<file path="src/rtl/fsm_oe8s_monitor.sv">
// fsm_oe8s_monitor
// Watches the one-hot state vector of an 8-state FSM and encodes it to a
// 3-bit index. Every change of legal state is logged as a {from, to, dwell}
// record in a small first-word-fall-through queue with a valid/ready drain.
// Optional feature macro: FSM_OE8S_MONITOR_ERR_EN enables the sticky
// err_onehot flag. Without it, err_onehot is tied low and err_clr is ignored.
module fsm_oe8s_monitor #(
    parameter int DWELL_W = 16,
    parameter int DEPTH   = 4
) (
    input  logic               clk,
    input  logic               rst,
    input  logic [7:0]         st,
    input  logic               ev_ready,
    input  logic               err_clr,
    output logic [2:0]         cur,
    output logic               cur_vld,
    output logic               ev_valid,
    output logic [2:0]         ev_from,
    output logic [2:0]         ev_to,
    output logic [DWELL_W-1:0] ev_dwell,
    output logic [7:0]         drop_cnt,
    output logic               err_onehot
);

    localparam int AW = (DEPTH > 1) ? $clog2(DEPTH) : 1;
    localparam int RW = 6 + DWELL_W;

    logic [7:0]         st_q;
    logic [2:0]         idx;
    logic [2:0]         prev;
    logic [DWELL_W-1:0] dwell;
    logic               trans;
    logic               full;
    logic               pop;
    logic               push;
    logic               drop;
    logic [RW-1:0]      mem [DEPTH];
    logic [AW-1:0]      wr_ptr;
    logic [AW-1:0]      rd_ptr;
    logic [AW:0]        count;

    // Register the raw vector; reset matches the FSM's own reset state S0.
    always_ff @(posedge clk or posedge rst) begin
        if (rst) begin
            st_q <= 8'h01;
        end else begin
            st_q <= st;
        end
    end

    // Legal when exactly one bit is set; idx is the position of that bit.
    always_comb begin
        cur_vld = (st_q != 8'd0) && ((st_q & (st_q - 8'd1)) == 8'd0);
        idx     = 3'd0;
        for (int i = 0; i < 8; i++) begin
            if (st_q[i]) begin
                idx = 3'(i);
            end
        end
    end

    assign trans    = cur_vld && (idx != prev);
    assign ev_valid = (count != '0);
    assign full     = (count == (AW+1)'(DEPTH));
    assign pop      = ev_valid && ev_ready;
    assign push     = trans && (!full || pop);
    assign drop     = trans && full && !pop;

    // Track current/previous legal state and how long the previous one lasted.
    always_ff @(posedge clk or posedge rst) begin
        if (rst) begin
            cur   <= 3'd0;
            prev  <= 3'd0;
            dwell <= '0;
        end else begin
            if (cur_vld) begin
                cur <= idx;
            end
            if (trans) begin
                prev  <= idx;
                dwell <= DWELL_W'(1);
            end else if (dwell != '1) begin
                dwell <= dwell + 1'b1;
            end
        end
    end

    // Circular transition queue; the head is read straight from storage.
    always_ff @(posedge clk or posedge rst) begin
        if (rst) begin
            for (int i = 0; i < DEPTH; i++) begin
                mem[i] <= '0;
            end
            wr_ptr <= '0;
            rd_ptr <= '0;
            count  <= '0;
        end else begin
            if (push) begin
                mem[wr_ptr] <= {prev, idx, dwell};
                wr_ptr      <= wr_ptr + 1'b1;
            end
            if (pop) begin
                rd_ptr <= rd_ptr + 1'b1;
            end
            case ({push, pop})
                2'b10:   count <= count + 1'b1;
                2'b01:   count <= count - 1'b1;
                default: count <= count;
            endcase
        end
    end

    assign {ev_from, ev_to, ev_dwell} = mem[rd_ptr];

    // Count transitions that found the queue full, saturating at 255.
    always_ff @(posedge clk or posedge rst) begin
        if (rst) begin
            drop_cnt <= 8'd0;
        end else if (drop && (drop_cnt != 8'hFF)) begin
            drop_cnt <= drop_cnt + 8'd1;
        end
    end

`ifdef FSM_OE8S_MONITOR_ERR_EN
    // Sticky illegal-vector flag; a new error wins over a clear.
    always_ff @(posedge clk or posedge rst) begin
        if (rst) begin
            err_onehot <= 1'b0;
        end else if (!cur_vld) begin
            err_onehot <= 1'b1;
        end else if (err_clr) begin
            err_onehot <= 1'b0;
        end
    end
`else
    logic unused_err_clr;
    assign unused_err_clr = err_clr;
    assign err_onehot     = 1'b0;
`endif

endmodule
</file>
<file path="config.mk">
export PLATFORM = sky130hd
export DESIGN_NAME = fsm_oe8s_monitor
export DESIGN_NICKNAME = d
export VERILOG_FILES = /design/src/rtl/fsm_oe8s_monitor.sv
export SDC_FILE = /design/constraint.sdc
export NUM_CORES = 1
export LEC_CHECK = 0
export CAP_MARGIN = 0
export CORE_MARGIN = 10
export CORE_UTILIZATION = 58
export DETAILED_ROUTE_END_ITERATION = 10
export GPL_TIMING_DRIVEN = 0
export PLACE_DENSITY = 0.86
export REMOVE_ABC_BUFFERS = 1
export SYNTH_ARGS = -nofsm -noshare
export SYNTH_HDL_FRONTEND = slang
export SYNTH_SLANG_ARGS = --single-unit
</file>
<file path="constraint.sdc">
create_clock -name clk -period 4.98 [get_ports clk]
set_input_delay 0.498 -clock clk [delete_from_list [all_inputs] [get_ports clk]]
set_output_delay 0.498 -clock clk [all_outputs]
set_load 0.005 [all_outputs]
</file>
==> run metrics <==
Worst Skew 0.00699 ns; CORE AREA 10700 sq um; Final setup viols 0; Sink Count 133; clk_lat worst skew 0.52 ns; most frequent cells after synthesis 132 x dfrtp_1, 46 x mux2_2, 40 x mux2_4, 23 x nor2_1, 22 x mux4_2; Longest Clk Path Bufs 2; First-pass DRT Iterations 4; Antenna diodes 0; relative slew slack 0.194; Critical Path Sink Type register; Tcrit/Tclk final 0.769; Final nets 494; starting density of the core 0.588; Slew @ Worst Pin 1.21 ns; Logic pwr share 0.188; DR iter-0 viols 187; Detailed Place HPWL 7630 microns; Post-CTS Resized 0; post-synth cell types 55; Hold EP st_q[0]$_DFF_PP1_; # Post-CTS Setup Buffers 0; hold path cells 1; Most used DFF post-synth dfrtp_1; HP Start st[0]; final std cells w/o fill 625; Clock Pin Slew Worst Setup and Hold Paths 0.06 ns; RSZ-0062 raised after global routing no; post-synthesis sequential area ratio 0.527; Internal Power 2.38 mW; DR DRC count 0; Post-synth ARST share 1.00; Sw Ratio 0.275; final hold vios 0; GRT Total Usage 0.165; Area after DPL 6800 sq um; FF-to-FF End mem[77]$_DFFE_PP0P_; IO Pins 48; Req. time, crit path 5.38 ns; kind of critical path register to register; worst r2r src st_q[1]$_DFF_PP0_; synth-to-layout area growth 16.2%; most numerous cell in the Yosys netlist dfrtp_1; mapped cell area 6320 sq um; Ys Warns 0; clock share of power 0.355; Die H 124 microns; Multi-input gate area 2770 sq um; leak pwr 3.33 nW; max-cap viol count 0; first-pass GRT wire length 21000 microns; CTS Hold Bufs 0; GP Congestion 0.773; fin crit period 3.83 ns; row count 38; Vias/cell 5.95; Worst VDD drop 349 uV; global route total overflow 0; flop2flop setup slack 1.15 ns; # port buffers 45; CP arrival 4.23 ns; worst hold path type input pin to register; Achievable Freq 261 MHz; CTS tree built; vias in the first global route 4068; fillers 744; FF+latch count, synth 133; largest net degree at the start of global routing 80; Max H-tree Level 4; count of final max-slew check failures 0; Routed Antenna Nets 0; Post-synth EDFFs 0; worst r2r path cells 7; Sw Pwr 0.903 mW; Post-Syn Instances 436; initial antenna violation count 0; die area 15500 sq um; outcome completed; final setup TNS 0 ns; die width 124 microns; crit path launch type register; Power Density 447 nW/um^2; Max FO, Critical Path 28; DR WL/cell 19.7 microns; Hold Worst Slack 0.385 ns; post-synth top area share 0.523; Inserted Clock Buffers 17; Seq pwr share 0.457; largest area contributor in the netlist dfrtp_1; final WL 12300 microns; register area 3330 sq um; fin area 7350 sq um; Placed Instances 596; Area contributors post-synth dfrtp_1 52%, mux2_4 9.5%, mux2_2 8.2%, mux4_2 7.8%, xnor2_1 1.8%; ratio of cells with drive above 1 in the final layout 0.301; Mapped Avg Cell Area 14.5 sq um; total number of vias 3720; Root Buffer clkbuf_8
-- worst max-delay path, stage by stage, from the launching register on --
cell      delay (ns)
dfrtp_1         0.42
or4_1           0.56
o22a_1          0.20
o32a_1          0.23
a211oi_4        0.64
buf_16          0.24
and3_1          0.98
mux2_2          0.43
-- stage by stage --
step	worst slack (ns)	utilization	power, mW
after floorplan	0.929	-	1.86
after global placement	-0.573	0.627	2.08
after detailed placement	1.16	0.633	2.14
after CTS	1.12	0.684	3.32
after global routing	0.906	0.684	3.45
final	1.15	0.684	3.28
-- kinds of logic (layout without fill, tap and decap cells) --
kind of cell	after synthesis	in the layout	synth area share
DFF	133	133	0.527
muxes	116	116	0.269
and+or+nand+nor	92	92	0.0804
buffers and inverters	32	81	0.0368
AOI/OAI and AO/OA	29	29	0.0348
xor gates and xnor gates	25	25	0.0346
adders and majority gates	8	8	0.0166
other	1	1	0.000593
-- power by group through the flow --
stage	Combinational [mW]	Clock, mW	Sequential, mW
floorplan	0.431	0	1.43
global placement	0.589	0	1.49
detailed placement	0.621	0	1.52
CTS	0.629	1.19	1.50
global route	0.678	1.23	1.54
finish	0.617	1.17	1.50
-- worst max path at each step --
stage / startpoint / slack [ns] / cells past startpoint / to
after global routing: st_q[1]$_DFF_PP0_ / 0.91 / 7 / mem[77]$_DFFE_PP0P_
after global placement: rst / -0.57 / 2 / mem[2]$_DFFE_PP0P_
final: st_q[1]$_DFF_PP0_ / 1.15 / 7 / mem[77]$_DFFE_PP0P_
after CTS: st_q[1]$_DFF_PP0_ / 1.12 / 7 / mem[77]$_DFFE_PP0P_
after floorplan: rst / 0.93 / 1 / count[0]$_DFFE_PP0P_
after detailed placement: st_q[1]$_DFF_PP0_ / 1.16 / 7 / mem[77]$_DFFE_PP0P_
-- cell usage in the layout (no fill, tap or decap), types with 4 or more instances in the layout --
cell               n
dfrtp_1          131
mux2_2            46
clkdlybuf4s50_1   45
mux2_4            40
nor2_1            23
mux4_2            22
nand3_1           16
clkbuf_16         16
xnor2_1           13
xor2_1            12
nand2_1           11
and3_1             8
nand4_1            7
mux2_1             7
o21ai_0            6
or3_1              6
ha_1               6
and4_1             4
clkbuf_8           4
clkbuf_1           4
-- cell type report --
type,instances,share of cell area
clock buffer,24,0.0640
timing repair buffer,47,0.0688
sequential,133,0.453
tap,140,0.0238
multi-input combinational,271,0.377
clock inverter,5,0.0102
inverter,5,0.00324
-- metal layers --
layer | up-vias | routed length (microns) | track usage
met5 | - | 0 | 0
met4 | 0 | 156 | 0.0562
met3 | 13 | 585 | 0.0528
met2 | 83 | 6280 | 0.281
met1 | 1953 | 5260 | 0.191
li1 | 1671 | - | -
-- sequential cells by signal, summed over array words and instances (netlist names) --
register	flops
mem	88
rd_ptr	2
count	3
drop_cnt	8
st_q	8
dwell	16
prev	3
cur	3
wr_ptr	2
(Power assumes the default switching activity.)
